**src/rtl/alu_seq_unit.sv**
```systemverilog
// Registered 4-bit-opcode ALU with valid/ready handshakes, a WIDTH-cycle
// sign-magnitude shift-add multiplier and registered zero/negative/overflow flags.
module alu_seq_unit #(
  parameter int unsigned WIDTH = 4
) (
  input  logic                 clk,
  input  logic                 rst,
  input  logic                 in_valid,
  output logic                 in_ready,
  input  logic [WIDTH-1:0]     a,
  input  logic [WIDTH-1:0]     b,
  input  logic [3:0]           sel,
  output logic                 out_valid,
  input  logic                 out_ready,
  output logic [2*WIDTH-1:0]   y,
  output logic                 flag_zero,
  output logic                 flag_neg,
  output logic                 flag_ovf
);

  localparam int unsigned RW   = 2 * WIDTH;
  localparam int unsigned CntW = $clog2(WIDTH + 1);

  localparam logic [RW-1:0]    ROne    = RW'(1);
  localparam logic [WIDTH-1:0] WOne    = WIDTH'(1);
  localparam logic [CntW-1:0]  CntOne  = CntW'(1);
  localparam logic [CntW-1:0]  CntInit = CntW'(WIDTH);

  typedef enum logic [0:0] {StIdle, StMul} state_e;

  state_e            state_q, state_d;
  logic [CntW-1:0]   cnt_q, cnt_d;
  logic [RW-1:0]     acc_q, acc_d;
  logic [RW-1:0]     mcand_q, mcand_d;
  logic [WIDTH-1:0]  mplier_q, mplier_d;
  logic              sign_q, sign_d;
  logic [RW-1:0]     y_q, y_d;
  logic              zero_q, zero_d;
  logic              negf_q, negf_d;
  logic              ovf_q, ovf_d;
  logic              out_valid_q, out_valid_d;

  logic [RW-1:0]     as, bs;
  logic [WIDTH-1:0]  a_mag, b_mag, lres;
  logic [RW-1:0]     res;
  logic              res_ovf_en;
  logic              accept, is_mul;
  logic [RW-1:0]     acc_step, prod;
  logic              load, load_ovf_en;
  logic [RW-1:0]     load_res;
  logic [WIDTH:0]    upper;

  assign in_ready = (state_q == StIdle) && (!out_valid_q || out_ready);
  assign accept   = in_valid && in_ready;
  assign is_mul   = (sel == 4'b0101);

  // Single-cycle result datapath.
  always_comb begin
    as         = {{WIDTH{a[WIDTH-1]}}, a};
    bs         = {{WIDTH{b[WIDTH-1]}}, b};
    a_mag      = a[WIDTH-1] ? (~a + WOne) : a;
    b_mag      = b[WIDTH-1] ? (~b + WOne) : b;
    res        = '0;
    lres       = '0;
    res_ovf_en = 1'b0;
    if (!sel[3]) begin
      res_ovf_en = 1'b1;
      case (sel[2:0])
        3'b000: res = as + ROne;
        3'b001: res = bs + ROne;
        3'b010: begin res = as; res_ovf_en = 1'b0; end
        3'b011: begin res = bs; res_ovf_en = 1'b0; end
        3'b100: res = as - ROne;
        3'b101: res = '0;  // produced by the multiplier
        3'b110: res = as + bs;
        default: res = as - bs;
      endcase
    end else begin
      case (sel[2:0])
        3'b000: lres = ~a;
        3'b001: lres = ~b;
        3'b010: lres = a & b;
        3'b011: lres = a | b;
        3'b100: lres = a ^ b;
        3'b101: lres = ~(a ^ b);
        3'b110: lres = ~(a & b);
        default: lres = ~(a | b);
      endcase
      res = {{WIDTH{1'b0}}, lres};
    end
  end

  // Multiplier step on magnitudes; sign applied on the final iteration.
  always_comb begin
    acc_step = acc_q + (mplier_q[0] ? mcand_q : '0);
    prod     = sign_q ? (~acc_step + ROne) : acc_step;
  end

  always_comb begin
    state_d     = state_q;
    cnt_d       = cnt_q;
    acc_d       = acc_q;
    mcand_d     = mcand_q;
    mplier_d    = mplier_q;
    sign_d      = sign_q;
    y_d         = y_q;
    zero_d      = zero_q;
    negf_d      = negf_q;
    ovf_d       = ovf_q;
    out_valid_d = out_valid_q && !out_ready;
    load        = 1'b0;
    load_res    = '0;
    load_ovf_en = 1'b0;
    upper       = '0;

    case (state_q)
      StIdle: begin
        if (accept) begin
          if (is_mul) begin
            state_d  = StMul;
            cnt_d    = CntInit;
            acc_d    = '0;
            mcand_d  = {{WIDTH{1'b0}}, a_mag};
            mplier_d = b_mag;
            sign_d   = a[WIDTH-1] ^ b[WIDTH-1];
          end else begin
            load        = 1'b1;
            load_res    = res;
            load_ovf_en = res_ovf_en;
          end
        end
      end
      StMul: begin
        acc_d    = acc_step;
        mcand_d  = mcand_q << 1;
        mplier_d = mplier_q >> 1;
        cnt_d    = cnt_q - CntOne;
        if (cnt_q == CntOne) begin
          load        = 1'b1;
          load_res    = prod;
          load_ovf_en = 1'b1;
          state_d     = StIdle;
        end
      end
      default: state_d = StIdle;
    endcase

    if (load) begin
      // In range iff the top WIDTH+1 bits are all equal.
      upper       = load_res[RW-1:WIDTH-1];
      y_d         = load_res;
      out_valid_d = 1'b1;
      zero_d      = (load_res == '0);
      negf_d      = load_res[RW-1];
      ovf_d       = load_ovf_en && !((&upper) || !(|upper));
    end
  end

  always_ff @(posedge clk or posedge rst) begin
    if (rst) begin
      state_q     <= StIdle;
      cnt_q       <= '0;
      acc_q       <= '0;
      mcand_q     <= '0;
      mplier_q    <= '0;
      sign_q      <= 1'b0;
      y_q         <= '0;
      zero_q      <= 1'b0;
      negf_q      <= 1'b0;
      ovf_q       <= 1'b0;
      out_valid_q <= 1'b0;
    end else begin
      state_q     <= state_d;
      cnt_q       <= cnt_d;
      acc_q       <= acc_d;
      mcand_q     <= mcand_d;
      mplier_q    <= mplier_d;
      sign_q      <= sign_d;
      y_q         <= y_d;
      zero_q      <= zero_d;
      negf_q      <= negf_d;
      ovf_q       <= ovf_d;
      out_valid_q <= out_valid_d;
    end
  end

  assign y         = y_q;
  assign flag_zero = zero_q;
  assign flag_neg  = negf_q;
  assign flag_ovf  = ovf_q;
  assign out_valid = out_valid_q;

endmodule

```
**config.mk**
```make
export PLATFORM = sky130hd
export DESIGN_NAME = alu_seq_unit
export DESIGN_NICKNAME = d
export VERILOG_FILES = /design/src/rtl/alu_seq_unit.sv
export SDC_FILE = /design/constraint.sdc
export NUM_CORES = 1
export LEC_CHECK = 0
export ABC_AREA = 1
export CAP_MARGIN = 20
export CORE_MARGIN = 1.5
export CORE_UTILIZATION = 55
export DETAILED_ROUTE_END_ITERATION = 8
export DONT_BUFFER_PORTS = 1
export HOLD_SLACK_MARGIN = 0.06
export PLACE_DENSITY = 0.76
export RECOVER_POWER = 25
export REMOVE_ABC_BUFFERS = 1
export SLEW_MARGIN = 10
export SYNTH_ARGS = -nofsm -noshare
export SYNTH_HDL_FRONTEND = slang
export SYNTH_SLANG_ARGS = --single-unit
```
**constraint.sdc**
```tcl
create_clock -name clk -period 3 [get_ports clk]
set_input_delay 0.3 -clock clk [delete_from_list [all_inputs] [get_ports clk]]
set_output_delay 0.3 -clock clk [all_outputs]
set_load 0.02 [all_outputs]
```
* Word-level counts from Yosys, hierarchy flattened
Index checks and enable logic that the tools add are counted.
** Operators by class
- Add/sub/neg operators :: 10
- Equal/unequal tests :: 10
- Muxes and demuxes :: 37
- Bitwise gates (word level) :: 11
- Reductions and logical operators :: 17
** Operators by type and width (number)
- $mux 8 :: 10
- $pmux 8 s7 :: 1
- $pmux 8 s2 :: 3
- $pmux 4 s7 :: 1
- $not 4->4 :: 5
- $mux 4 :: 4
- $mux 1 :: 11
- $add 4x2->5 const B :: 2
- $eq 3x3->1 const B :: 3
- $add 4x1->4 const B :: 2
- $add 8x1->8 const B :: 1
- $add 8x8->8 :: 1
- $logic_not 8->1 :: 1
- $not 8->8 :: 1
- $pmux 4 s2 :: 1
- $eq 3x1->1 const B :: 2
- $eq 3x2->1 const B :: 2
- $mux 3 :: 2
- $pmux 1 s2 :: 3
- $pmux 3 s2 :: 1
- $add 4x4->5 :: 1
- $reduce_and 5->1 :: 1
- $reduce_or 5->1 :: 1
- $sub 4x2->5 const B :: 1
- other kinds (16) :: 24
** Word-level totals
- Register bits :: 37
- Input port bits :: 16
- Output and inout port bits :: 13
- Logic and storage cells :: 96

* Logic depth before layout (Yosys ltp)
Gate-level depths: netlist (run 1).
- Depth after elaboration :: 12
- Mapped depth :: 24
- Gate-level depth less buffers :: 24

* Least setup slack after synthesis (run 1)
OpenSTA, ideal clock, no wires.
- Kind :: register to register
- Start :: reg mplier_q[0]
- End :: reg ovf_q, in the netlist flag_ovf
- Setup time :: 117 ps
- Arrival :: 2496 ps
- Required time :: 2883 ps
- Slack :: 387 ps
- Stages on the path, launching flop included :: 21
- Path buffers :: 1
- Period minus slack after synthesis :: 2613 ps
- Cell sequence :: dfrtp_1 -> clkbuf_1 -> nand2_1 -> inv_1 -> ha_1 -> inv_1 -> fa_1 -> ha_1 -> inv_1 -> a21oi_1 -> nand3_1 -> nor2_1 -> nand2_1 -> nand2_1 -> nand2_1 -> nand3_1 -> nand2_1 -> nor2_1 -> nand2_1 -> nand3_1 -> nand2_1
** Between the ends
- Word-level cells in the longest chain between the ends :: 12
- Elaborated cells between the ends (all ways) :: 13
- Classes of those cells :: 2 x add/sub; 4 x mux; 1 x bitwise; 6 x reduce/logical
** RTL lines
- start: declaration :: line 35 : logic [WIDTH-1:0] mplier_q, mplier_d;
- start signal: assignment :: line 177 : mplier_q <= mplier_d;
- $mux 8 * :: line 95 : acc_step = acc_q + (mplier_q[0] ? mcand_q : '0);
- $add 8x8->8 * :: line 95
- $not 8->8 :: line 96 : prod = sign_q ? (~acc_step + ROne) : acc_step;
- $add 8x1->8 :: line 96
- $mux 8 * :: line 96
- $mux 8 * :: line 138 : if (cnt_q == CntOne) begin
- $pmux 8 s2 * :: line 116 : case (state_q)
- $reduce_or 5->1 :: line 155 : ovf_d = load_ovf_en && !((&upper) || !(|upper));
- $logic_not 1->1 :: line 155
- $logic_or 1x1->1 * :: line 155
- $logic_not 1->1 * :: line 155
- $logic_and 1x1->1 * :: line 155
- end signal: assignment :: line 182 : ovf_q <= ovf_d;
- end: declaration :: line 40 : logic ovf_q, ovf_d;
Every way passes the cells marked *; elsewhere a longest branch is shown, timed or not.
A chain may end at the register's enable or synchronous reset.

* Final worst setup path (run 1)
- Start :: reg mcand_q[0]
- End :: reg ovf_q, in the netlist flag_ovf
** Between the ends
- Word-level cells in the longest chain between the ends :: 12
- Elaborated cells between the ends (all ways) :: 13
- Classes of those cells :: 2 x add/sub; 4 x mux; 1 x bitwise; 6 x reduce/logical
** RTL lines
- start: declaration :: line 34 : logic [RW-1:0] mcand_q, mcand_d;
- start signal: assignment :: line 176 : mcand_q <= mcand_d;
- $mux 8 * :: line 95
- $add 8x8->8 * :: line 95
- $not 8->8 :: line 96
- $add 8x1->8 :: line 96
- $mux 8 * :: line 96
- $mux 8 * :: line 138
- $pmux 8 s2 * :: line 116
- $reduce_or 5->1 :: line 155
- $logic_not 1->1 :: line 155
- $logic_or 1x1->1 * :: line 155
- $logic_not 1->1 * :: line 155
- $logic_and 1x1->1 * :: line 155
Marked as above.

==> metrics, run 1 <==
DRC 0; Layout area overhead 6.409%; share of the synthesized area in the top cell type 27.80%; peak fanout along the critical path 4; DR WL/cell 13.59 um; CTS tree yes; Final Slew Violations 0; EDFF count, synth 0; drt first pass iters 4; final non-filler cell area 3448 um2; hold path depth 1; pre-CTS setup slack 0.2074 ns; Critical Path Start Type register; Hold Vio Cnt, Final 0; Ys Warns 0; commonest non-fill, non-tap cell in the layout nand2_1; Clock Tree Buf Depth 2; Post-Route WL 7.827 mm; Crit path required time 3.20 ns; Final ANT Viol Nets 0; WHS Endpoint out_valid; Post-Synth Adder-Cell Area 11.27%; # rows 27; crit path time final 2.693 ns; Static Leak 1.919 nW; Syn Std Cell Area 3241 um2; Clock Latency Late Sink 0.30 ns; Post-Synth Simple-Gate Area 36.33%; VDD IR max 0.3718 mV; top cells by area, synth dfrtp_1, nand2_1, ha_1; CTS Buf Count 5; Worst Skew 0.007799 ns; Reg2Reg Launch Point mcand_q[0]; pwr dens 719.7 nW/um2; vias in the first global route 3025; CTS sink count 36; largest family of logic cells by synthesized area simple AND/OR/NAND/NOR gates; fmax 0.3713 GHz; layout cells sized above 1 8.532%; port bufs 0; R2R cell count 19; first-pass GRT wire length 13.55 mm; die area 6362 um2; routed vias/inst 5.464; Synth Instances 499; initial core utilization 57.79%; Setup CP Type register to register; Hold WC Path Type input pin to register; slew margin rel. 66.19%; largest net degree at the start of global routing 27; RSZ-0062 raised after global routing no; initial antenna violation count 0; most frequent cells in the layout nand2_1, inv_1, nand3_1; worst hold start out_ready; CTS H-Tree Depth 2; # nets final 547; Yosys reg bits 36; Yosys cell types 39; Reg2Reg Setup Slack 0.31 ns; Final setup viols 0; Final period util 89.77%; Root Buffer clkbuf_8; async set or reset register ratio after synthesis 100.0%; Max Cap Violations 0; gr usage total 27.25%; Die Wd 79.76 um; top sig layer met4; drt first-iter violations 141; worst slew pin tran 0.5053 ns; die height 79.76 um; worst setup margin 0.3068 ns; post-layout util 61.49%; sequential share of the synthesized area 27.80%; Critical Path End Type register; DR vias 3147; gr ovfl total 0; Main synth FF type dfrtp_1; met1 WL 3.656 mm; critical path arrival 2.90 ns; Mapped Avg Cell Area 6.494 um2; DP Wirelength 6.144 mm; antenna cells 0; post-synthesis xor/xnor area fraction 0.8108%; DR WL met3 378 um; Fin Hold WS 0.08051 ns; mux contribution to synthesized area 0%; GP Congestion 1.015; clk slew on worst S/H paths 0.09 ns; Compound-Gate Fraction of Synth Area 12.74%; core area 5608 um2; worst r2r dst flag_ovf; metal2 WL 3.615 mm; Ports 29; area leader, netlist dfrtp_1; run status complete, no violations; dpl cell area 3314 um2; final setup TNS 0 ns
## worst max-delay path, cell delays in order, from the launching register on
cell	delay, ns
dfrtp_1	0.38
nand2_1	0.06
inv_1	0.05
ha_1	0.18
inv_1	0.07
fa_1	0.57
ha_1	0.18
inv_1	0.05
a21oi_1	0.11
nand3_1	0.13
nor2_1	0.11
nand2_1	0.07
nand2_1	0.06
nand2_1	0.05
nand3_1	0.08
nand2_1	0.07
nor2_1	0.16
nand2_1	0.07
nand3_1	0.08
nand2_1	0.05
## sequential cells by signal, summed over array words and instances, names as in the netlist
register	flops
acc_q	8
cnt_q	3
flag_ovf	1
flag_zero	1
mcand_q	8
mplier_q	4
out_valid	1
sign_q	1
state_q	1
y	8
## synth_stat cells, drive strengths merged (4+ instances only)
cell and instances:
nor2 50, nand4 6, clkbuf 4, dfrtp 36
nand3 47, buf 6, nor3 6, o21ai 32
ha 26, nand2 156, inv 79, a21oi 21
o22ai 6, o211ai 6
## power by group
part	switching (W)	internal (W)	leakage, nW
combinational	0.000701	0.000390	1.39
sequential	0.000256	0.000674	0.470
clock	0.000210	0.000251	0.0548
total	0.00117	0.00131	1.92
## cell families (layout without fill, tap and decap cells)
logic type	Yosys count	in the layout
AND/OR/NAND/NOR	268	268
buffers and inverters	91	96
AO/OA/AOI/OAI	73	73
flip-flops	36	36
adder cells (fa/ha/maj)	28	28
XOR/XNOR	3	3
## metrics by stage
step	instances	total power, W
global route	576	0.002710
finish	576	0.002482
floorplan	489	0.001731
CTS	575	0.002466
global placement	566	0.001972
detailed placement	566	0.002003
## repair_timing
item / CTS / global route
setup buffers: 0 / 1
hold endpoints to repair: 10 / 0
gates resized for setup: 0 / 1
endpoints found under the setup margin: 0 / 2
hold buffers: 1 / 0
## worst max-delay path by stage
stage,from,to,slack [ns],depth (start not counted)
3_3_place_gp,b[0],flag_ovf,0.27,22
2_1_floorplan,mplier_q[0],flag_ovf,0.50,19
4_1_cts,mplier_q[0],flag_ovf,0.19,19
6_report,mcand_q[0],flag_ovf,0.31,19
3_5_place_dp,mplier_q[0],flag_ovf,0.21,19
5_1_grt,mcand_q[0],flag_ovf,0.005,19
## area by class of cell
type | count | area [um2]
clock inverters | 3 | 46.29
inverters | 81 | 304.0
multi-input cells | 372 | 1982
repair buffers | 7 | 55.05
flip-flops and latches | 36 | 902.1
fillers | 532 | 2160
clock buffers | 5 | 68.82
well taps | 72 | 90.09
## metal layers
layer  vias to the layer above  global-route usage [%]
met4                         0                   10.69
met3                        16                   5.143
met2                        89                   45.08
met5                         -                       0
met1                      1432                   34.93
li1                       1610                       -
No activity file was read; power rests on OpenSTA's default activity.
==> inputs of run 2 (changes only) <==
--- a/config.mk
+++ b/config.mk
@@ -20,2 +20,3 @@
 export SYNTH_HDL_FRONTEND = slang
 export SYNTH_SLANG_ARGS = --single-unit
+export TNS_END_PERCENT = 10
==> constraint.sdc (replaced) <==
create_clock -name clk -period 3 [get_ports clk]
set_input_delay 0.3 -clock clk [delete_from_list [all_inputs] [get_ports clk]]
set_output_delay 0.3 -clock clk [all_outputs]
set_load 0.01 [all_outputs]
==> metrics, run 2 (synthesis gave the netlist of run 1 again) <==
fmax 0.3770 GHz (+1.5%); Worst Skew 0.01212 ns (+0.004318 ns); slew margin rel. 55.01% (-11 points); Critical Path Start Type register; P_sw 0.001097 W (-6.0%); antenna cells 0 (unchanged); Seq pwr share 36.1% (-1.4 points); Fin Hold WS 0.09076 ns (+0.01026 ns); Clock Tree Buf Depth 2 (unchanged); Final ANT Viol Nets 0 (unchanged); core area 5608 um2 (unchanged); DR WL met3 375 um (-0.79%); Layout area overhead 6.178%; port bufs 0 (unchanged); number of fill cells 538 (+1.1%); gr ovfl total 0 (unchanged); Die Wd 79.76 um (unchanged); initial core utilization 57.79% (unchanged); most frequent cells in the layout nand2_1, inv_1, nand3_1; vias in the first global route 2914 (-3.7%); Final Slew Violations 0 (unchanged); CTS Buf Count 5 (unchanged); hold path depth 1 (unchanged); first-pass GRT wire length 13.06 mm (-3.6%); CTS sink count 36 (unchanged); drt first-iter violations 180 (+28%); sw frac 45.56% (-1.5 points); Setup CP Type register to register; critical path arrival 2.86 ns (-0.04 ns); Ports 29 (unchanged); Critical Path End Type register; Static Leak 1.914 nW (-0.24%); Final period util 88.41% (-1.4 points); die height 79.76 um (unchanged); CTS H-Tree Depth 2 (unchanged); # nets final 546 (-0.18%); commonest non-fill, non-tap cell in the layout nand2_1; drt first pass iters 4 (unchanged); DP Wirelength 5.992 mm (-2.5%); peak fanout along the critical path 4 (unchanged); final non-filler cell area 3441 um2 (-0.22%); crit path time final 2.652 ns (-0.04082 ns); # rows 27 (unchanged); layout cells sized above 1 8.350% (-0.18 points); RSZ-0062 raised after global routing no; Post-Route WL 7.698 mm (-1.6%); clk slew on worst S/H paths 0.09 ns (about the same); gr usage total 26.29% (-0.96 points); metal2 WL 3.542 mm (-2.0%); DR vias 3124 (-0.73%); Final setup viols 0 (unchanged); CTS tree yes; die area 6362 um2 (unchanged); R2R cell count 19 (unchanged); routed vias/inst 5.433 (-0.56%); DRC 0 (unchanged); Internal Power 0.001310 W (-0.34%); clock network fraction of total power 19.0% (+0.4 points); initial antenna violation count 0 (unchanged); top sig layer met4; Hold Vio Cnt, Final 0 (unchanged); Crit path required time 3.20 ns (about the same); run status complete, no violations; dpl cell area 3307 um2 (-0.23%); Clock Latency Late Sink 0.30 ns (about the same); met1 WL 3.604 mm (-1.4%); combinational fraction of design power 44.9% (+0.9 points); Hold WC Path Type input pin to register; post-layout util 61.36% (-0.13 points); DR WL/cell 13.39 um (-1.5%); GP Congestion 1.019 (+0.43%); largest net degree at the start of global routing 27 (unchanged); final setup TNS 0 ns (unchanged); Root Buffer clkbuf_8; pwr dens 699.7 nW/um2 (-2.8%); worst slew pin tran 0.6723 ns (+0.1670 ns); Max Cap Violations 0 (unchanged); VDD IR max 0.5051 mV (+36%)
[run 2: final cells by class]
cell class | count | area, um2 | area share, %
Clock inverter | 3 | 46.29 | 1.345
Tap cell | 72 | 90.09 | 2.618
Timing Repair Buffer | 6 | 47.55 | 1.382
Sequential cell | 36 | 902.1 | 26.22
Inverter | 81 | 304.0 | 8.836
Multi-Input combinational cell | 372 | 1982 | 57.60
Clock buffer | 5 | 68.82 | 2.000
[run 2: metrics by stage]
stage | power [W] | worst slack (ns) | cells
global placement | 0.001903 | 0.2508 | 565
detailed placement | 0.001933 | 0.2274 | 565
floorplan | 0.001667 | 0.5026 | 489
global route | 0.002627 | 0.03581 | 575
CTS | 0.002394 | 0.2162 | 574
finish | 0.002407 | 0.3476 | 575
[run 2: power groups by stage]
stage	sequential (W)	clock [W]	combinational, W
final	0.000869	0.000457	0.00108
after global routing	0.000898	0.000482	0.00125
after CTS	0.000875	0.000460	0.00106
after detailed placement	0.000884	0	0.00105
after global placement	0.000879	0	0.00102
after floorplan	0.000838	0	0.000829
[run 2: per-layer routing]
layer | up-vias | global-route usage [%]
met4 | 0 | 9.655
li1 | 1615 | -
met2 | 80 | 43.81
met5 | - | 0
met1 | 1414 | 33.55
met3 | 15 | 5.257
[run 2: worst max-delay path, cell delays in order (launching register included)]
cell and delay (ns):
dfrtp_1 0.38, nand2_1 0.06, inv_1 0.05, ha_1 0.18, inv_1 0.06, fa_1 0.56, ha_1 0.18, inv_1 0.05
a21oi_1 0.11, nand3_1 0.14, nor2_1 0.11, nand2_1 0.07, nand2_1 0.06, nand2_1 0.05, nand3_1 0.08, nand2_1 0.08
nor2_1 0.14, nand2_1 0.06, nand3_1 0.07, nand2_1 0.05
[run 2: timing repair]
item / in CTS / in global routing
buffers inserted: 0 / 1
hold buffers: 1 / 0
endpoints found under the hold margin: 10 / 0
resized for setup: 0 / 1
endpoints found under the setup margin: 0 / 2
[run 2: path summary, 6_finish.rpt]
| check | from | end | slack [ns] |
|---|---|---|---|
| max reg2reg | mcand_q[0] | flag_ovf | 0.35 |
| min | out_ready | out_valid | 0.09 |
| min in group asynchronous | rst | flag_ovf | 0.42 |
| max | mcand_q[0] | flag_ovf | 0.35 |
| min reg2reg | mcand_q[7] | mcand_q[7] | 0.49 |
| max in group asynchronous | rst | mplier_q[0] | 1.87 |
